==> config.mk <==
export PLATFORM = sky130hd
export DESIGN_NAME = uart_tx_fifo_flat
export DESIGN_NICKNAME = d
export VERILOG_FILES = /design/src/rtl/buff_uart_pkg.sv /design/src/rtl/uart_tx_fifo_if.sv /design/src/rtl/sync_fifo_mem.sv /design/src/rtl/uart_tx_fifo.sv /design/src/flat_wrapper.sv
export SDC_FILE = /design/constraint.sdc
export NUM_CORES = 1
export LEC_CHECK = 0
export ABC_CLOCK_PERIOD_IN_PS = 4000
export CORE_ASPECT_RATIO = 1.2
export CORE_UTILIZATION = 44
export CTS_CLUSTER_DIAMETER = 40
export DETAILED_ROUTE_END_ITERATION = 6
export HOLD_SLACK_MARGIN = 0.06
export PLACE_DENSITY = 0.59
export SLEW_MARGIN = 20
export SYNTH_ARGS = -nofsm -noshare
export SYNTH_HDL_FRONTEND = slang
export SYNTH_HIERARCHICAL = 1
export SYNTH_SLANG_ARGS = --single-unit
==> constraint.sdc <==
create_clock -name clock -period 4 [get_ports clock]
set_input_delay 0.8 -clock clock [delete_from_list [all_inputs] [get_ports clock]]
set_output_delay 0.8 -clock clock [all_outputs]
set_load 0.03 [all_outputs]
==> src/rtl/buff_uart_pkg.sv <==
// Shared types for the buffered UART path: pop FSM state encoding and default word width.
package buff_uart_pkg;

  localparam int UART_WORD_WIDTH = 8;

  typedef enum logic [1:0] {
    IDLE  = 2'd0,
    OFFER = 2'd1,
    BUSY  = 2'd2
  } tx_fifo_state_t;

endpackage

==> src/rtl/uart_tx_fifo_if.sv <==
// Producer write port and transmitter offer port of uart_tx_fifo.
// Optional occupancy signal `level` is present when UART_TX_FIFO_LEVEL_EN is defined.
interface uart_tx_fifo_if
  import buff_uart_pkg::*;
#(
  parameter int WIDTH = UART_WORD_WIDTH,
  parameter int DEPTH = 16
);
  localparam int CW = $clog2(DEPTH) + 1;

  // Write port: a word moves on every rising edge where wr_valid && wr_ready.
  // Offer port: tx_data is valid and stable while tx_can_send is high; the
  // transmitter acknowledges by dropping tx_ready, which retires the word.
  logic             wr_valid;
  logic             wr_ready;
  logic [WIDTH-1:0] wr_data;
  logic             tx_ready;
  logic             tx_can_send;
  logic [WIDTH-1:0] tx_data;
`ifdef UART_TX_FIFO_LEVEL_EN
  logic [CW-1:0]    level;

  modport master (
    output wr_valid, wr_data, tx_ready,
    input  wr_ready, tx_can_send, tx_data, level
  );
  modport slave (
    input  wr_valid, wr_data, tx_ready,
    output wr_ready, tx_can_send, tx_data, level
  );
`else
  modport master (
    output wr_valid, wr_data, tx_ready,
    input  wr_ready, tx_can_send, tx_data
  );
  modport slave (
    input  wr_valid, wr_data, tx_ready,
    output wr_ready, tx_can_send, tx_data
  );
`endif

endinterface

==> src/rtl/sync_fifo_mem.sv <==
// Storage array with wrapping read/write pointers and an occupancy counter.
// The caller guarantees push only when not full and pop only when not empty.
module sync_fifo_mem #(
  parameter int WIDTH = 8,
  parameter int DEPTH = 16
) (
  input  logic                     clock,
  input  logic                     reset,
  input  logic                     push,
  input  logic [WIDTH-1:0]         wr_data,
  input  logic                     pop,
  output logic [WIDTH-1:0]         rd_data,
  output logic [$clog2(DEPTH):0]   count,
  output logic                     full
);
  localparam int AW = $clog2(DEPTH);
  localparam int CW = AW + 1;
  localparam logic [CW-1:0] FULL_COUNT = CW'(DEPTH);

  logic [WIDTH-1:0] mem [DEPTH];
  logic [AW-1:0]    wr_ptr;
  logic [AW-1:0]    rd_ptr;
  logic [CW-1:0]    count_q;

  always_ff @(posedge clock) begin
    if (reset) begin
      wr_ptr  <= '0;
      rd_ptr  <= '0;
      count_q <= '0;
    end else begin
      if (push) wr_ptr <= wr_ptr + 1'b1;
      if (pop)  rd_ptr <= rd_ptr + 1'b1;
      case ({push, pop})
        2'b10:   count_q <= count_q + 1'b1;
        2'b01:   count_q <= count_q - 1'b1;
        default: count_q <= count_q;
      endcase
    end
  end

  // Contents need no reset: a cleared count makes every stored word unreachable.
  always_ff @(posedge clock) begin
    if (push) mem[wr_ptr] <= wr_data;
  end

  assign rd_data = mem[rd_ptr];
  assign count   = count_q;
  assign full    = (count_q == FULL_COUNT);

endmodule

==> src/rtl/uart_tx_fifo.sv <==
// Byte FIFO feeding the UART transmitter; a word is retired only on the transmitter's ready-fall ack.
// Define UART_TX_FIFO_LEVEL_EN to expose the occupancy count as bus.level.
module uart_tx_fifo
  import buff_uart_pkg::*;
#(
  parameter int WIDTH = UART_WORD_WIDTH,
  parameter int DEPTH = 16
) (
  input  logic           clock,
  input  logic           reset,
  uart_tx_fifo_if.slave  bus,
  output tx_fifo_state_t dbg_state
);
  localparam int CW = $clog2(DEPTH) + 1;

  logic             push;
  logic             pop;
  logic             full;
  logic [CW-1:0]    count;
  logic [WIDTH-1:0] rd_data;

  tx_fifo_state_t   state;
  logic             can_send_q;
  logic [WIDTH-1:0] data_q;

  assign push = bus.wr_valid && !full;
  // tx_ready high alone proves nothing (stop bit may still be timing); only its fall in OFFER retires.
  assign pop  = (state == OFFER) && !bus.tx_ready;

  sync_fifo_mem #(
    .WIDTH (WIDTH),
    .DEPTH (DEPTH)
  ) u_mem (
    .clock   (clock),
    .reset   (reset),
    .push    (push),
    .wr_data (bus.wr_data),
    .pop     (pop),
    .rd_data (rd_data),
    .count   (count),
    .full    (full)
  );

  always_ff @(posedge clock) begin
    if (reset) begin
      state      <= IDLE;
      can_send_q <= 1'b0;
      data_q     <= '0;
    end else begin
      case (state)
        IDLE: begin
          can_send_q <= 1'b0;
          if (count != '0 && bus.tx_ready) begin
            state      <= OFFER;
            data_q     <= rd_data;
            can_send_q <= 1'b1;
          end
        end
        OFFER: begin
          if (!bus.tx_ready) begin
            state      <= BUSY;
            can_send_q <= 1'b0;
          end
        end
        BUSY: begin
          can_send_q <= 1'b0;
          if (bus.tx_ready) begin
            if (count != '0) begin
              state      <= OFFER;
              data_q     <= rd_data;
              can_send_q <= 1'b1;
            end else if (push) begin
              // Empty queue but a word lands this edge: forward it straight from the write port.
              state      <= OFFER;
              data_q     <= bus.wr_data;
              can_send_q <= 1'b1;
            end else begin
              state <= IDLE;
            end
          end
        end
        default: begin
          state      <= IDLE;
          can_send_q <= 1'b0;
        end
      endcase
    end
  end

  assign bus.wr_ready    = !full;
  assign bus.tx_can_send = can_send_q;
  assign bus.tx_data     = data_q;
  assign dbg_state       = state;
`ifdef UART_TX_FIFO_LEVEL_EN
  assign bus.level       = count;
`endif

endmodule

==> src/flat_wrapper.sv <==
// flat-port wrapper written by rule: the top's interface ports become plain ports
module uart_tx_fifo_flat import buff_uart_pkg::*;
#(
  parameter int WIDTH = UART_WORD_WIDTH,
  parameter int DEPTH = 16
)
  (clock, reset, dbg_state, bus_wr_valid, bus_wr_data, bus_tx_ready, bus_wr_ready, bus_tx_can_send, bus_tx_data);
  uart_tx_fifo_if #(.WIDTH(WIDTH), .DEPTH(DEPTH)) bus_i ();
  input  logic clock;
  input  logic reset;
  output tx_fifo_state_t dbg_state;
  input wire logic [$bits(bus_i.wr_valid)-1:0] bus_wr_valid;
  input wire logic [$bits(bus_i.wr_data)-1:0] bus_wr_data;
  input wire logic [$bits(bus_i.tx_ready)-1:0] bus_tx_ready;
  output wire logic [$bits(bus_i.wr_ready)-1:0] bus_wr_ready;
  output wire logic [$bits(bus_i.tx_can_send)-1:0] bus_tx_can_send;
  output wire logic [$bits(bus_i.tx_data)-1:0] bus_tx_data;
  assign bus_i.wr_valid = bus_wr_valid;
  assign bus_i.wr_data = bus_wr_data;
  assign bus_i.tx_ready = bus_tx_ready;
  assign bus_wr_ready = bus_i.wr_ready;
  assign bus_tx_can_send = bus_i.tx_can_send;
  assign bus_tx_data = bus_i.tx_data;
  uart_tx_fifo #(.WIDTH(WIDTH), .DEPTH(DEPTH)) u_core (.clock(clock), .reset(reset), .bus(bus_i), .dbg_state(dbg_state));
endmodule
# Word level (Yosys, flattened, before mapping)
# Memories as Yosys holds them, arrays and structs flattened. A register that Yosys moved wholly into a read port is not among the register bits.
# Cells that the tools add are included.
[word_totals]
regBits = 24
mem_bits_rw = 128
input_bits = 12
output_inout_bits = 12
wordCells = 52
mem_count = 1
[memory_table]
columns = ["name", "words", "word_bits", "read_ports", "rd_ports_with_merged_regs", "wr", "line_no", "text"]
rows = [
  ["u_core.u_mem.mem", 16, 8, 1, 1, 1, "sync_fifo_mem.sv:20", "logic [WIDTH-1:0] mem [DEPTH];"],
]
[classes]
add_sub_neg = 4
eq_ne = 9
n_mux = 21
reduce_logical = 11
[op_table]
columns = ["operator", "count"]
rows = [
  ["$mux 8", 4],
  ["$pmux 8 s2", 1],
  ["$pmux 5 s2", 1],
  ["$add 4x1->4 const B", 2],
  ["$mux 2", 4],
  ["$mux 4", 2],
  ["$mux 1", 7],
  ["$pmux 2 s3", 1],
  ["$add 5x1->5 const B", 1],
  ["$eq 5x5->1 const B", 1],
  ["$reduce_bool 5->1", 1],
  ["$sub 5x1->5 const B", 1],
  ["$eq 2x1->1 const B", 2],
  ["$eq 2x2->1 const B", 2],
  ["$ne 2x2->1 const B", 2],
  ["$reduce_and 4->1", 1],
  ["$reduce_bool 2->1", 2],
  ["$logic_and 1x1->1", 3],
  ["$ne 3x2->1 const B", 1],
  ["$pmux 1 s3", 1],
  ["$reduce_and 3->1", 1],
  ["$logic_not 1->1", 2],
  ["$logic_not 2->1", 1],
  ["$ne 2x1->1 const B", 1],
]

# Depth between registers and ports, before layout
[depth]
ltp_word = 7
mapped_depth = 14

# Modules after synthesis
# Netlist, hierarchy kept.
[modules_own_cells]
columns = ["mod", "n_inst", "cells_each", "area_per_inst_um2"]
rows = [
  ["sync_fifo_mem", 1, 308, 5833.1],
  ["uart_tx_fifo", 1, 54, 523.0],
]

# Worst setup path after synthesis
# No wires, ideal clock.
[synth_timing]
path_type = "input -> register"
from = "input bus_wr_valid"
to = "register u_core.u_mem.count_q[4], in the netlist u_core/u_mem/count[4]"
setup_ns = 0.121
arrival_ns = 2.617
required_ns = 3.879
setup_slack_ns = 1.262
cell_stages = 11
n_path_buf = 2
path_cell_list = "nor2b_1 -> clkbuf_1 -> inv_1 -> ha_1 -> buf_2 -> xor2_1 -> ha_1 -> nor3_1 -> o211ai_1 -> o31ai_1 -> mux2_2"
[synth_between]
elab_chain_cells = 3
[synth_rtl]
columns = ["element", "line_no", "text"]
rows = [
  ["start: declaration", "flat_wrapper.sv:12", "input wire logic [$bits(bus_i.wr_valid)-1:0] bus_wr_valid;"],
  ["$logic_and 1x1->1 *", "uart_tx_fifo.sv:26", "assign push = bus.wr_valid && !full;"],
  ["$eq 2x1->1 or $eq 2x2->1 (tied branches)", "sync_fifo_mem.sv:33", "case ({push, pop})"],
  ["$pmux 5 s2 or $reduce_bool 2->1 (tied branches)", "-", ""],
  ["end signal: assignment", "sync_fifo_mem.sv:34", "2'b10: count_q <= count_q + 1'b1;"],
  ["end signal: assignment", "sync_fifo_mem.sv:35", "2'b01: count_q <= count_q - 1'b1;"],
  ["end signal: assignment", "sync_fifo_mem.sv:36", "default: count_q <= count_q;"],
  ["end: declaration", "sync_fifo_mem.sv:23", "logic [CW-1:0] count_q;"],
]
# Every way passes the cells marked *; elsewhere a longest branch is shown, timed or not.
# A chain may end at the register's enable or synchronous reset.

# Worst setup path after layout
[layout_timing]
from = "input bus_wr_valid"
to = "register u_core.u_mem.count_q[4], in the netlist u_core/u_mem/count[4]"
[layout_between]
elab_chain_cells = 3
[layout_rtl]
columns = ["element", "line_no", "text"]
rows = [
  ["$logic_and 1x1->1 *", "uart_tx_fifo.sv:26", ""],
  ["named net u_core.push", "uart_tx_fifo.sv:16", "logic push;"],
  ["$eq 2x1->1 or $eq 2x2->1 (tied branches)", "sync_fifo_mem.sv:33", ""],
  ["$pmux 5 s2 or $reduce_bool 2->1 (tied branches)", "-", ""],
]
# Mark *: on every way through the listed nets, which the timed path passes. The rest lies on a longest branch.

==> run_results.csv <==
group,metric,value,unit
clock_tree,htree_levels,4,
setup_path,worst_setup_path_end_kind,"flip-flop",
clock_tree,cts_root_buffer,"clkbuf_16",
setup_path,slowest_delay,0.47,ns
setup_path,cp.required,4.30,ns
floorplan,die_y,134,µm
power_and_ir_drop,power_density,495,nW/µm²
floorplan,dieArea,14900,µm²
grt,antenna_found_initial,0,
final_layout,design_area,7250,µm²
grt,grt_pass1_wl,18900,µm
setup_path,crit_slowest_cell,"clkdlybuf4s50_1",
sta,relSlewSlack,0.337,
final_layout,area_growth,14.1,%
grt,grt_pass1_vias,3279,
final_layout,num_antenna_cells,0,
placement,gp_congestion,0.767,
sta,fin_crit,3.01,ns
logic_synthesis,muxShareOfSynthArea,0.141,
power_and_ir_drop,vdd_drop_max,251,µV
placement,dpl_cell_area,6730,µm²
floorplan,core_area,13900,µm²
routing,antenna_left,0,
routing,drt-wirelength-per-cell,21.2,µm
clock_tree,cts_max_path_buffers,2,
power_and_ir_drop,clockPowerShare,0.394,
final_layout,nNetsFinal,412,
placement,dp_hpwl,7670,µm
routing,wirelength,12200,µm
sta,fmax,332,MHz
sta,fin_setup_tns,0,ns
routing,viasPerCell,5.53,
sta,setup_viol,0,
logic_synthesis,netlist_instances,362,
logic_synthesis,synth-edff-count,128,
final_layout,drive_gt1_frac,0.141,
logic_synthesis,synth_async_sr_flop_share,0,
clock_tree,numClockSinks,156,
power_and_ir_drop,intPower,2.76,mW
logic_synthesis,synthXorXnorAreaFrac,0.0152,
routing,vias,3178,
clock_tree,cts_made_buffers,17,
job,drv_cap,0,
sta,final-hold-violation-count,0,
floorplan,io_pins,24,
logic_synthesis,yosys_register_bits,156,
power_and_ir_drop,pwr-share-seq,0.511,
logic_synthesis,synth.distinct_cells,40,
logic_synthesis,synth-simple-area-share,0.0644,
setup_path,r2r_slack,1.09,ns
power_and_ir_drop,combPwrFrac,0.095,
sta,fin_skew,0.0104,ns
power_and_ir_drop,swShare,0.231,
power_and_ir_drop,p_leak,2.46,nW
logic_synthesis,synthesis.yosys.warnings,6,
setup_path,critPathArrivalTime,3.31,ns
floorplan,start_util,0.456,
setup_path,path_cells,"clkdlybuf4s50_1, nor2b_1, inv_1, ha_1, xor2_1, ha_1, nor3_1, o211ai_1, o31ai_1, mux2_2",
clock_tree,clk_pin_slew_worst_paths,0.06,ns
sta,rsz0062_at_grt,"false",
grt,grt-ovfl-total,0,
logic_synthesis,synth_area,6360,µm²
clock_tree,insertion_delay,0.41,ns
routing,drc_errors,2,
sta,fin_crit_sh,0.753,
logic_synthesis,syn_nets,383,
outcome,status,"complete, but fails checks",
sta,finalMaxSlewViolations,0,
clock_tree,post-cts-setup-buffers,0,
logic_synthesis,ys.flop_type,"edfxtp_1",
grt,grtUsageTotal,0.178,
power_and_ir_drop,power.net_switching,830,µW
clock_tree,ctsResizeCount,0,
setup_path,critPathMaxFanout,8,
logic_synthesis,ys_seq_area_frac,0.693,
placement,port_buffers,23,
final_layout,fill_cells,1144,
sta,worstMarginPinSlew,0.991,ns
setup_path,critPathKind,"in -> reg",
logic_synthesis,synth_compound_area_frac,0.0441,
clock_tree,cts_hold_buf,0,
logic_synthesis,synth_top_family_by_area,"multiplexers",
setup_path,cp-start-kind,"primary input",
routing,drt_iter0_drc,250,
outcome,violations,"design-rule violations",
routing,dr.pass1.iters,6,
floorplan,die_width,112,µm
logic_synthesis,avgSynthCellArea,17.6,µm²
clock_tree,cts_tree,"yes",
logic_synthesis,synth-adder-area-share,0.0177,
setup_path,cpMostUsedCell,"ha_1",
grt,grt_max_degree,33,
hold_path,hold_class,"reg -> reg",
floorplan,row_count,47,
-- path summary, 6_finish.rpt --
path                                      start                            endpoint  cells past startpoint
max                                bus_wr_valid  u_core/u_mem/count[4]$_SDFFE_PP0P_                     10
min          u_core/bus.tx_data[2]$_SDFFE_PP0P_  u_core/bus.tx_data[2]$_SDFFE_PP0P_                      2
max reg2reg  u_core/u_mem/count[1]$_SDFFE_PP0P_  u_core/u_mem/count[4]$_SDFFE_PP0P_                     11
min reg2reg  u_core/bus.tx_data[2]$_SDFFE_PP0P_  u_core/bus.tx_data[2]$_SDFFE_PP0P_                      2
-- final cells by class --
class,instances,area (µm²),area share
Clock inverter,10,65.1,0.00897
Inverter,6,22.5,0.00311
Tap cell,171,214,0.0295
Clock buffer,22,454,0.0627
Sequential cell,156,4410,0.608
Multi-Input combinational cell,180,1790,0.247
Timing Repair Buffer,30,295,0.0407
-- cells in the mapped netlist, types with 2 or more instances --
library cell | instances | area [µm²]
mux4_2 | 18 | 405
clkbuf_1 | 5 | 18.8
a21oi_1 | 4 | 20.0
and2_1 | 19 | 119
o211ai_1 | 2 | 15.0
o21ai_0 | 2 | 10.0
xnor2_1 | 3 | 26.3
xor2_1 | 8 | 70.1
dfxtp_1 | 28 | 561
buf_6 | 4 | 45.0
a22oi_1 | 16 | 120
mux4_1 | 14 | 368
buf_2 | 7 | 35.0
nand2_1 | 12 | 45.0
ha_1 | 9 | 113
a31oi_1 | 2 | 12.5
nor2_1 | 27 | 101
nand4_1 | 2 | 12.5
nor2b_1 | 3 | 18.8
clkdlybuf4s25_2 | 3 | 30.0
nand4b_1 | 2 | 17.5
nor3_1 | 5 | 25.0
edfxtp_1 | 128 | 3840
a211oi_1 | 8 | 60.1
mux2i_1 | 11 | 110
inv_1 | 6 | 22.5
-- worst max-delay path, delay by kind of cell --
family	cells	cell delay, ns
adder cells (fa/ha/maj)	2	0.57
AND/OR/NAND/NOR	2	0.55
XOR/XNOR	1	0.18
multiplexers	1	0.35
AO/OA/AOI/OAI	2	0.19
buffers and inverters	2	0.66
-- per-stage QoR --
stage | hold WS [ns] | worst slack, ns | util | std cells | total power [mW]
after global routing | 0.526 | 0.775 | 0.520 | 575 | 3.72
after detailed placement | 0.492 | 0.558 | 0.483 | 543 | 2.22
final | 0.498 | 0.988 | 0.520 | 575 | 3.59
after floorplan | 0.485 | 1.26 | - | 362 | 2.09
after CTS | 0.500 | 0.994 | 0.520 | 575 | 3.62
after global placement | 0.489 | 0.558 | 0.483 | 543 | 2.21
-- routing by layer --
metal	track usage	wire, µm	vias up
li1	-	-	1487
met1	0.216	5000	1610
met2	0.311	6560	66
met3	0.0378	434	15
met4	0.0676	211	0
met5	0	0	-
-- registers in the layout (all words and copies together), names as in the netlist, named ones only --
name                    count
u_core/bus.tx_data          8
u_core/u_mem/rd_ptr         4
u_core/u_mem/count          5
u_core/dbg_state            2
u_core/u_mem/mem          128
u_core/bus.tx_can_send      1
u_core/u_mem/wr_ptr         4
-- power by group through the flow --
stage / logic, mW / clock network (mW) / registers, mW
5_1_grt: 0.370 / 1.51 / 1.84
3_5_place_dp: 0.346 / 0 / 1.87
4_1_cts: 0.347 / 1.44 / 1.84
2_1_floorplan: 0.192 / 0 / 1.90
6_report: 0.341 / 1.41 / 1.83
3_3_place_gp: 0.342 / 0 / 1.87
-- cells by family after synthesis --
kind of cell,count (synthesis)
flip-flops,156
AND/OR/NAND/NOR,79
multiplexers,44
AO/OA/AOI/OAI,37
buffers and inverters,26
XOR/XNOR,11
adder cells (fa/ha/maj),9
-- layout by cell type (no fill, tap or decap), types with 2 or more instances in the layout --
cell type,synthesis,layout
a211oi_1,8,8
a21oi_1,4,4
a22oi_1,16,16
a31oi_1,2,2
and2_1,19,19
buf_4,1,6
clkbuf_1,5,4
clkbuf_16,0,17
clkdlybuf4s50_1,0,23
clkinv_2,0,4
clkinv_4,0,2
dfxtp_1,28,27
edfxtp_1,128,128
ha_1,9,9
inv_1,6,6
inv_4,0,3
mux2i_1,11,11
mux4_1,14,14
mux4_2,18,18
nand2_1,12,12
nand4_1,2,2
nand4b_1,2,2
nor2_1,27,27
nor2b_1,3,3
nor3_1,5,5
o211ai_1,2,2
o21ai_0,2,2
xnor2_1,3,3
xor2_1,8,8
Note: power is estimated with default switching activity, not from simulation.
